--- src/rtl/loader_pkg.sv ---
// ============================================================================
// Module : loader_pkg
// Shared state encoding and framing constants for the instruction loader.
// Rev    : 1.0
// ============================================================================
`default_nettype none

package loader_pkg;

  typedef enum logic [2:0] {
    IDLE   = 3'd0,
    LEN_LO = 3'd1,
    LEN_HI = 3'd2,
    DATA   = 3'd3,
    WRITE  = 3'd4,
    DONE   = 3'd5,
    ERR    = 3'd6
  } state_t;

  localparam int BYTES_PER_WORD = 4;
  localparam int LEN_WIDTH      = 16;

endpackage

`default_nettype wire

--- src/rtl/instr_loader_byte_assembler.sv ---
// ============================================================================
// Module : byte_assembler
// Packs a byte stream into little-endian words, byte k into bits [8k+7:8k].
// Rev    : 1.0
// ============================================================================
`default_nettype none

module byte_assembler
  import loader_pkg::*;
#(
  parameter int DATA_WIDTH = 32
) (
  input  logic                  clk,
  input  logic                  rst,
  input  logic                  clr,
  input  logic                  byte_stb,
  input  logic [7:0]            byte_in,
  output logic [DATA_WIDTH-1:0] word,
  output logic                  last_byte
);

  logic [1:0]            cnt_q, cnt_d;
  logic [DATA_WIDTH-1:0] word_q, word_d;

  always_comb begin
    cnt_d  = cnt_q;
    word_d = word_q;
    if (clr) begin
      cnt_d  = '0;
      word_d = '0;
    end else if (byte_stb) begin
      cnt_d = cnt_q + 2'd1;
      for (int k = 0; k < BYTES_PER_WORD; k++) begin
        if (cnt_q == 2'(k)) word_d[8*k +: 8] = byte_in;
      end
    end
  end

  always_ff @(posedge clk or posedge rst) begin
    if (rst) begin
      cnt_q  <= '0;
      word_q <= '0;
    end else begin
      cnt_q  <= cnt_d;
      word_q <= word_d;
    end
  end

  // Exposes the word including this cycle's byte so the final byte is captured on the same edge.
  assign word      = word_d;
  assign last_byte = (cnt_q == 2'd3);

endmodule

`default_nettype wire

--- src/rtl/instr_loader.sv ---
// ============================================================================
// Module : instr_loader
// Receives a length-prefixed byte image, writes it into instruction memory
// word by word, and holds the core in reset until the image is complete.
// Rev    : 1.0
// ============================================================================
`default_nettype none

module instr_loader
  import loader_pkg::*;
#(
  parameter int          DATA_WIDTH     = 32,
  parameter int          MEM_ADDR_WIDTH = 8,
  parameter logic [31:0] BASE_ADDR      = 32'h0000_0000
) (
  input  logic                  clk,
  input  logic                  rst,
  input  logic                  start,
  input  logic                  in_valid,
  input  logic [7:0]            in_data,
  output logic                  in_ready,
  output logic                  mem_we,
  output logic [DATA_WIDTH-1:0] mem_addr,
  output logic [DATA_WIDTH-1:0] mem_wdata,
  output logic                  cpu_rst,
  output logic                  busy,
  output logic                  done,
  output logic                  err
);

  localparam logic [LEN_WIDTH:0] MEM_DEPTH = {{LEN_WIDTH{1'b0}}, 1'b1} << MEM_ADDR_WIDTH;

  state_t                  state_q, state_d;
  logic [LEN_WIDTH-1:0]    len_q, len_d;
  logic [MEM_ADDR_WIDTH:0] word_idx_q, word_idx_d;
  logic [DATA_WIDTH-1:0]   addr_q, addr_d;
  logic [DATA_WIDTH-1:0]   wdata_q, wdata_d;
  logic [DATA_WIDTH-1:0]   asm_word;
  logic                    asm_last;
  logic                    asm_clr;
  logic                    xfer;
  logic [LEN_WIDTH:0]      n_full;

  assign xfer   = in_valid && in_ready;
  assign n_full = {1'b0, in_data, len_q[7:0]};

  byte_assembler #(
    .DATA_WIDTH(DATA_WIDTH)
  ) u_asm (
    .clk      (clk),
    .rst      (rst),
    .clr      (asm_clr),
    .byte_stb (xfer && (state_q == DATA)),
    .byte_in  (in_data),
    .word     (asm_word),
    .last_byte(asm_last)
  );

  always_comb begin
    state_d    = state_q;
    len_d      = len_q;
    word_idx_d = word_idx_q;
    addr_d     = addr_q;
    wdata_d    = wdata_q;
    asm_clr    = 1'b0;
    case (state_q)
      IDLE, DONE, ERR: begin
        if (start) state_d = LEN_LO;
      end
      LEN_LO: begin
        if (xfer) begin
          len_d[7:0] = in_data;
          state_d    = LEN_HI;
        end
      end
      LEN_HI: begin
        if (xfer) begin
          len_d[15:8] = in_data;
          if (n_full == '0) begin
            state_d = DONE;
          end else if (n_full > MEM_DEPTH) begin
            state_d = ERR;
          end else begin
            state_d    = DATA;
            word_idx_d = '0;
            asm_clr    = 1'b1;
          end
        end
      end
      DATA: begin
        if (xfer && asm_last) begin
          state_d = WRITE;
          addr_d  = BASE_ADDR + (DATA_WIDTH'(word_idx_q) << 2);
          wdata_d = asm_word;
        end
      end
      WRITE: begin
        // word_idx carries one extra bit, so a full-depth image compares without wrapping.
        if (LEN_WIDTH'(word_idx_q) == len_q - 1'b1) begin
          state_d = DONE;
        end else begin
          word_idx_d = word_idx_q + 1'b1;
          state_d    = DATA;
        end
      end
      default: state_d = IDLE;
    endcase
  end

  always_ff @(posedge clk or posedge rst) begin
    if (rst) begin
      state_q    <= IDLE;
      len_q      <= '0;
      word_idx_q <= '0;
      addr_q     <= '0;
      wdata_q    <= '0;
    end else begin
      state_q    <= state_d;
      len_q      <= len_d;
      word_idx_q <= word_idx_d;
      addr_q     <= addr_d;
      wdata_q    <= wdata_d;
    end
  end

  assign in_ready  = (state_q == LEN_LO) || (state_q == LEN_HI) || (state_q == DATA);
  assign mem_we    = (state_q == WRITE);
  assign busy      = in_ready || mem_we;
  assign done      = (state_q == DONE);
  assign err       = (state_q == ERR);
  assign cpu_rst   = (state_q != DONE);
  assign mem_addr  = addr_q;
  assign mem_wdata = wdata_q;

endmodule

`default_nettype wire

--- config.mk ---
export PLATFORM = sky130hd
export DESIGN_NAME = instr_loader
export DESIGN_NICKNAME = d
export VERILOG_FILES = /design/src/rtl/loader_pkg.sv /design/src/rtl/instr_loader_byte_assembler.sv /design/src/rtl/instr_loader.sv
export SDC_FILE = /design/constraint.sdc
export NUM_CORES = 1
export LEC_CHECK = 0
export CORE_ASPECT_RATIO = 1.1
export CORE_MARGIN = 3
export CORE_UTILIZATION = 53
export DETAILED_ROUTE_END_ITERATION = 8
export GPL_TIMING_DRIVEN = 0
export MAX_ROUTING_LAYER = met4
export PLACE_DENSITY = 0.77
export SLEW_MARGIN = 5
export SYNTH_ARGS = -nofsm -noshare
export SYNTH_HDL_FRONTEND = slang
export SYNTH_SLANG_ARGS = --single-unit
--- constraint.sdc ---
create_clock -name clk -period 3.5 [get_ports clk]
set_input_delay 0.7 -clock clk [delete_from_list [all_inputs] [get_ports clk]]
set_output_delay 0.7 -clock clk [all_outputs]
set_load 0.05 [all_outputs]
==> results of run 1 <==
==> critical path: stages (launching register included) <==
cell           delay [ns]
dfrtp_1              0.40
clkbuf_1             0.21
nor2_1               0.29
nand2_1              0.24
inv_1                0.13
clkbuf_1             0.34
dlygate4sd2_1        0.58
==> what timing repair did <==
action / CTS / global route
gates resized for setup: 1 / 1
endpoints found under the setup margin: 1 / 43
pin swaps: 0 / 0
==> state kept, by name, indices dropped and copies added (netlist names) <==
register and count:
u_asm.cnt_q 2, state_q 3, u_asm.word_q 24, mem_wdata 32, word_idx_q 9, len_q 16
mem_addr 9
==> worst min-delay path by stage <==
stage | start | end | cells after the start
after floorplan | len_q[15] | len_q[15] | 1
after global placement | mem_wdata[25] | mem_wdata[25] | 2
after detailed placement | mem_wdata[2] | mem_wdata[2] | 2
after CTS | mem_wdata[25] | mem_wdata[25] | 2
after global routing | mem_wdata[9] | mem_wdata[9] | 2
final | mem_wdata[25] | mem_wdata[25] | 2
==> stage by stage <==
step           TNS, ns  hold slack [ns]  area, µm²
3_3_place_gp    -94.74           0.4607       5517
4_1_cts              0           0.4865       5758
2_1_floorplan        0           0.4827       4807
6_report             0           0.4831       5763
5_1_grt              0           0.5071       5763
3_5_place_dp         0           0.4612       5547
==> synth_stat cells, drive strengths merged, types with 3 or more instances <==
cell,number
ha,6
nor3,10
and2,3
or4,4
nand2,173
nor3b,5
mux2,14
nor4,6
nand3,34
inv,10
nand2b,4
and3,3
buf,28
xnor2,8
mux2i,5
a21oi,32
o21ai,9
clkbuf,31
dfrtp,95
nor2,21
o22ai,3
==> metal layers <==
| metal | up-vias | global-route usage, % | share of wire [%] |
|---|---|---|---|
| met5 | - | - | 0 |
| met4 | 0 | 8.435 | 2.6 |
| met3 | 29 | 4.320 | 4.8 |
| met2 | 119 | 40.21 | 51 |
| met1 | 1933 | 30.84 | 42 |
| li1 | 1940 | - | - |
==> power by group <==
| part | switching, W | internal (W) |
|---|---|---|
| Combinational | 0.00170 | 0.000913 |
| Clock | 0.000407 | 0.000361 |
| Sequential | 0.000291 | 0.00153 |
| Total | 0.00240 | 0.00280 |
==> layout make-up <==
class                           count  area share (%)
Multi-Input combinational cell    398           36.11
Timing Repair Buffer               58           10.36
Sequential cell                    95           41.25
Clock buffer                       10           2.388
Inverter                           10          0.6947
Tap cell                          111           2.410
Clock inverter                      6           1.303
Buffer                             59           5.493
==> kinds of logic (layout without fill, tap and decap cells) <==
family | Yosys count | count (layout) | synth area share, %
other | 1 | 23 | 0.07937
flip-flops | 95 | 95 | 50.32
multiplexers | 19 | 19 | 4.396
XOR/XNOR | 10 | 10 | 1.854
AO/OA/AOI/OAI | 65 | 65 | 8.607
adder cells (fa/ha/maj) | 6 | 6 | 1.589
AND/OR/NAND/NOR | 275 | 275 | 25.66
buffers and inverters | 69 | 143 | 7.495
==> flow_summary.yaml, run 1 <==
status:
  status: "complete, no violations"
power:
  vdd_ir_drop_max_mv: 0.5591
  total_power_w: 0.005204
  p_per_area_nw_per_um2: 902.9
  p_leak_nw: 2.700
routing:
  drc_errors: 0
  first_iter_violations: 224
  wl_per_cell_um: 14.78
  viasPerCell: 5.383
  wirelength_mm: 11.04
  first_pass_iters: 4
  postRouteAntennaNets: 0
  vias: 4021
floorplanning:
  start_util_pct: 55.33
  fp.coreArea_um2: 8539
  die_w_um: 96.02
  dieArea_um2: 10080
  rows: 35
  die-height_um: 105.0
  ioPinCount: 82
worst_setup_path:
  critical_path_class: "flop to primary output"
  rrSetupSlack_ns: 0.45
  reg2reg_depth: 11
  end_kind: "primary output"
  cp_max_fo: 10
  cp.arrival_ns: 2.54
  critical_path_required_ns: 2.80
  r2r-end: "mem_wdata[6]"
  worstReg2RegStart: "len_q[0]"
  critPathLaunch: "state_q[0]"
  cp-endpoint: "mem_we"
  crit_path_start_kind: "flop"
timing:
  tightest_slew_ns: 0.6341
  skew_ns: 0.01313
  fin_ws_ns: 0.2628
  max_freq_mhz: 308.9
  max_slew_margin_pct: 57.34
  slew_violations: 0
  period_share_pct: 92.49
  min_period_ns: 3.237
  setup_viol: 0
  hold_violations: 0
  rsz0062_at_grt: "false"
final_layout:
  final_common_cell: "nand2_1"
  area_growth_pct: 21.98
  n_fill_cell: 731
  fin_cells: 747
  nets: 649
  drive_gt1_share_pct: 9.591
  final_cell_mix: "nand2_1 (173), dfrtp_1 (95), clkdlybuf4s50_1 (56), nand3_1 (34), a21oi_1 (32)"
  diodes: 0
  seqCellArea_um2: 2377
  multiInputGateArea_um2: 2081
  fin_util_pct: 67.49
yosys:
  dominantRegCellSynth: "dfrtp_1"
  synth_top_cell_by_area: "dfrtp_1"
  synthCells: 540
  synth.top_cell.area_share_pct: 50.32
  ys_top_cells_by_area: "dfrtp_1 (50%), nand2_1 (14%), buf_4 (3.7%)"
  synth_area_um2: 4725
  synthDistinctLibCells: 50
  syn_area_per_cell_um2: 8.749
  async_flop_share_pct: 100.0
  seq_area_frac_synth_pct: 50.32
  ys_ff_latch: 95
  yosysWarnings: 0
  synth-edff-count: 0
clock_tree:
  cts_tree: "yes"
  cts_root_buf: "clkbuf_8"
  cts-buffers-inserted: 9
  clkTransAtPathRegs_ns: 0.09
  clock_path_buffers: 2
  cts_setup_buffers: 0
  htree_levels: 3
  postCtsHoldBufs: 0
  clk_latency_ns: 0.37
  cts.sinks: 95
place:
  port_buffers: 57
  dp_cells: 731
  post-dp-hpwl_mm: 7.927
  dp_slack_ns: 0.02216
  gp_congestion: 0.8850
global_route:
  grtUsageTotal_pct: 24.70
  grt_pass1_wl_mm: 19.20
  antenna_found_initial: 0
  grt-ovfl-total: 0
  grt_max_degree: 67
  first_global_vias: 4034
flow_run:
  maxCapViolations: 0
hold_path:
  min_path_type: "flop to flop"
Note: power is estimated with default switching activity, not from simulation.
==> run 2: changes to the inputs <==
- CORE_UTILIZATION: 53 -> 54
- SYNTH_HIERARCHICAL: not set -> 1
==> run 2 against run 1 <==
  * Clock skew increased by 0.0027 ns
  * Synthesized cell count down 17%
  * Combinational power up 5%
  * Fmax grew 5.9%
  * Highest routed layer unchanged
  * Critical endpoint is now mem_wdata[5]
  * Sequential share of layout area grew 0.47 points
  * Die area up 7.3%
  * Critical path depth up 2
  * Worst hold slack better by 0.029 ns
  * Utilization up 0.42 points
  * Count of clock-buffer cells in the layout increased by 2
  * Cell area is 7.2% higher
==> flow_summary.yaml, run 2 <==
floorplanning:
  ioPinCount: 82
  die_w_um: 99.45
  rows: 36
  fp.coreArea_um2: 9099
  start_util_pct: 57.01
  die-height_um: 108.8
  dieArea_um2: 10820
power:
  vdd_ir_drop_max_mv: 0.5722
  seqPwrFrac_pct: 37.8
  intPower_w: 0.003084
  combPwrFrac_pct: 49.8
  switchingPower_w: 0.002428
  swShare_pct: 44.05
  p_leak_nw: 2.949
  p_per_area_nw_per_um2: 892.1
  total_power_w: 0.005512
  pwr-share-clk_pct: 12.4
yosys:
  syn_area_per_cell_um2: 11.53
  seq_area_frac_synth_pct: 49.69
  yosysWarnings: 6
  synth_top_cell_by_area: "dfrtp_1"
  ys_top_cells_by_area: "dfrtp_1 (50%), mux2_2 (12%), mux2i_1 (6.4%)"
  ys_ff_latch: 103
  synthDistinctLibCells: 54
  synth_top_cells_by_count: "dfrtp_1 (103), mux2_2 (55), nand2b_1 (42)"
  synth.top_cell.area_share_pct: 49.69
  async_flop_share_pct: 100.0
  dominantRegCellSynth: "dfrtp_1"
  synth_area_um2: 5187
  synth_most_common_cell: "dfrtp_1"
  synth-edff-count: 0
  synthCells: 450
status:
  status: "complete, no violations"
timing:
  skew_ns: 0.01586
  slew_violations: 0
  max_freq_mhz: 327.0
  period_share_pct: 87.36
  max_slew_margin_pct: 40.57
  holdWs_ns: 0.5124
  tightest_slew_ns: 0.8914
  hold_violations: 0
  setup_viol: 0
  rsz0062_at_grt: "false"
  min_period_ns: 3.058
routing:
  wirelength_mm: 11.16
  vias: 3640
  postRouteAntennaNets: 0
  drc_errors: 0
  first_iter_violations: 249
  wl_per_cell_um: 16.91
  viasPerCell: 5.515
  first_pass_iters: 4
worst_setup_path:
  cp.arrival_ns: 3.31
  reg2reg_depth: 10
  cp_max_fo: 10
  crit_path_start_kind: "primary input"
  critical_path_required_ns: 3.75
  critical_path_class: "primary input to flop"
  end_kind: "flop"
hold_path:
  min_path_type: "flop to flop"
  holdPathStages: 1
clock_tree:
  cts_tree: "yes"
  cts_setup_buffers: 0
  clkTransAtPathRegs_ns: 0.10
  clk_latency_ns: 0.36
  cts_root_buf: "clkbuf_8"
  cts.sinks: 103
  clock_path_buffers: 2
  htree_levels: 3
  cts-buffers-inserted: 9
global_route:
  gr-usage-met2_pct: 35.22
  grtUsageTotal_pct: 22.65
  grt-ovfl-total: 0
  grt_pass1_wl_mm: 18.73
  grt_max_degree: 70
  antenna_found_initial: 0
  grt.busiest_layer: "met2"
  globalRouteMet1Util_pct: 31.11
  first_global_vias: 3626
  use_met3_pct: 2.943
place:
  gp_congestion: 0.8919
  port_buffers: 58
  post-dp-hpwl_mm: 7.914
  place_area_um2: 5996
final_layout:
  fin_util_pct: 67.90
  nets: 560
  area_growth_pct: 19.10
  diodes: 0
  n_fill_cell: 721
  drive_gt1_share_pct: 20.70
  final_cell_mix: "dfrtp_1 (103), clkdlybuf4s50_1 (57), mux2_2 (55), nand2b_1 (42), mux2i_1 (33)"
  final_common_cell: "dfrtp_1"
  fin_area_um2: 6178
flow_run:
  maxCapViolations: 0
-- run 2: kinds of logic (layout without fill, tap and decap cells) --
logic type      count (synthesis)  in the layout  synth area share (%)
compound gates                 38             38                 5.379
xor+xnor                       14             14                 2.364
fa+ha+maj                       7              7                 1.688
buf+inv                        56            130                 6.174
flops                         103            103                 49.69
mux                            88             88                 18.31
other cells                     1             23               0.07229
simple gates                  143            143                 16.33
-- run 2: worst max-delay path, stage by stage --
cell and delay, ns:
clkdlybuf4s50_1 0.53, and3_1 0.18, clkbuf_1 0.40, nor3b_2 0.49
buf_2 0.27, nand2b_1 0.29, mux2i_1 0.16, mux2_2 0.28
-- run 2: worst paths after layout --
| path | from | endpoint | slack, ns |
|---|---|---|---|
| setup / recovery | in_valid | mem_wdata[5] | 0.44 |
| min in group asynchronous | rst | u_asm/word_q[22] | 0.85 |
| max in group asynchronous | rst | mem_wdata[11] | 1.99 |
| hold reg to reg | mem_wdata[24] | mem_wdata[24] | 0.51 |
| setup reg to reg | len_q[0] | mem_wdata[5] | 0.61 |
| hold / removal | mem_wdata[24] | mem_wdata[24] | 0.51 |
-- run 2: power by group through the flow --
| stage | clock network (W) | registers, W | logic, W |
|---|---|---|---|
| floorplan | 0 | 0.00264 | 0.00141 |
| global placement | 0 | 0.00208 | 0.00266 |
| detailed placement | 0 | 0.00210 | 0.00274 |
| CTS | 0.000699 | 0.00208 | 0.00276 |
| global route | 0.000757 | 0.00215 | 0.00297 |
| finish | 0.000685 | 0.00208 | 0.00274 |
-- run 2: final cells by class --
class,count,area [µm²],area share [%]
Sequential cell,103,2577,41.72
Multi-Input combinational cell,313,2377,38.48
Timing Repair Buffer,58,583.1,9.437
Buffer,44,275.3,4.455
Clock buffer,12,145.1,2.349
Tap cell,114,142.6,2.309
Inverter,12,47.55,0.7695
Clock inverter,4,30.03,0.4860
-- run 2: metrics by stage --
step / instances / worst slack [ns] / setup TNS, ns
2_1_floorplan: 472 / 1.060 / 0
3_3_place_gp: 644 / -0.2202 / -11.29
3_5_place_dp: 644 / -0.1810 / -2.897
4_1_cts: 660 / 0.06952 / 0
5_1_grt: 660 / 0.2542 / 0
6_report: 660 / 0.4423 / 0
-- run 2: routing by layer --
metal,up-vias,wire length (µm)
met5,-,0
met4,0,183
met3,15,656
met2,136,5246
met1,1782,5074
li1,1707,-
-- run 2: timing repair --
item	CTS	global route
gates resized for setup	0	2
hold buffers	0	0
setup endpoints to repair	0	14
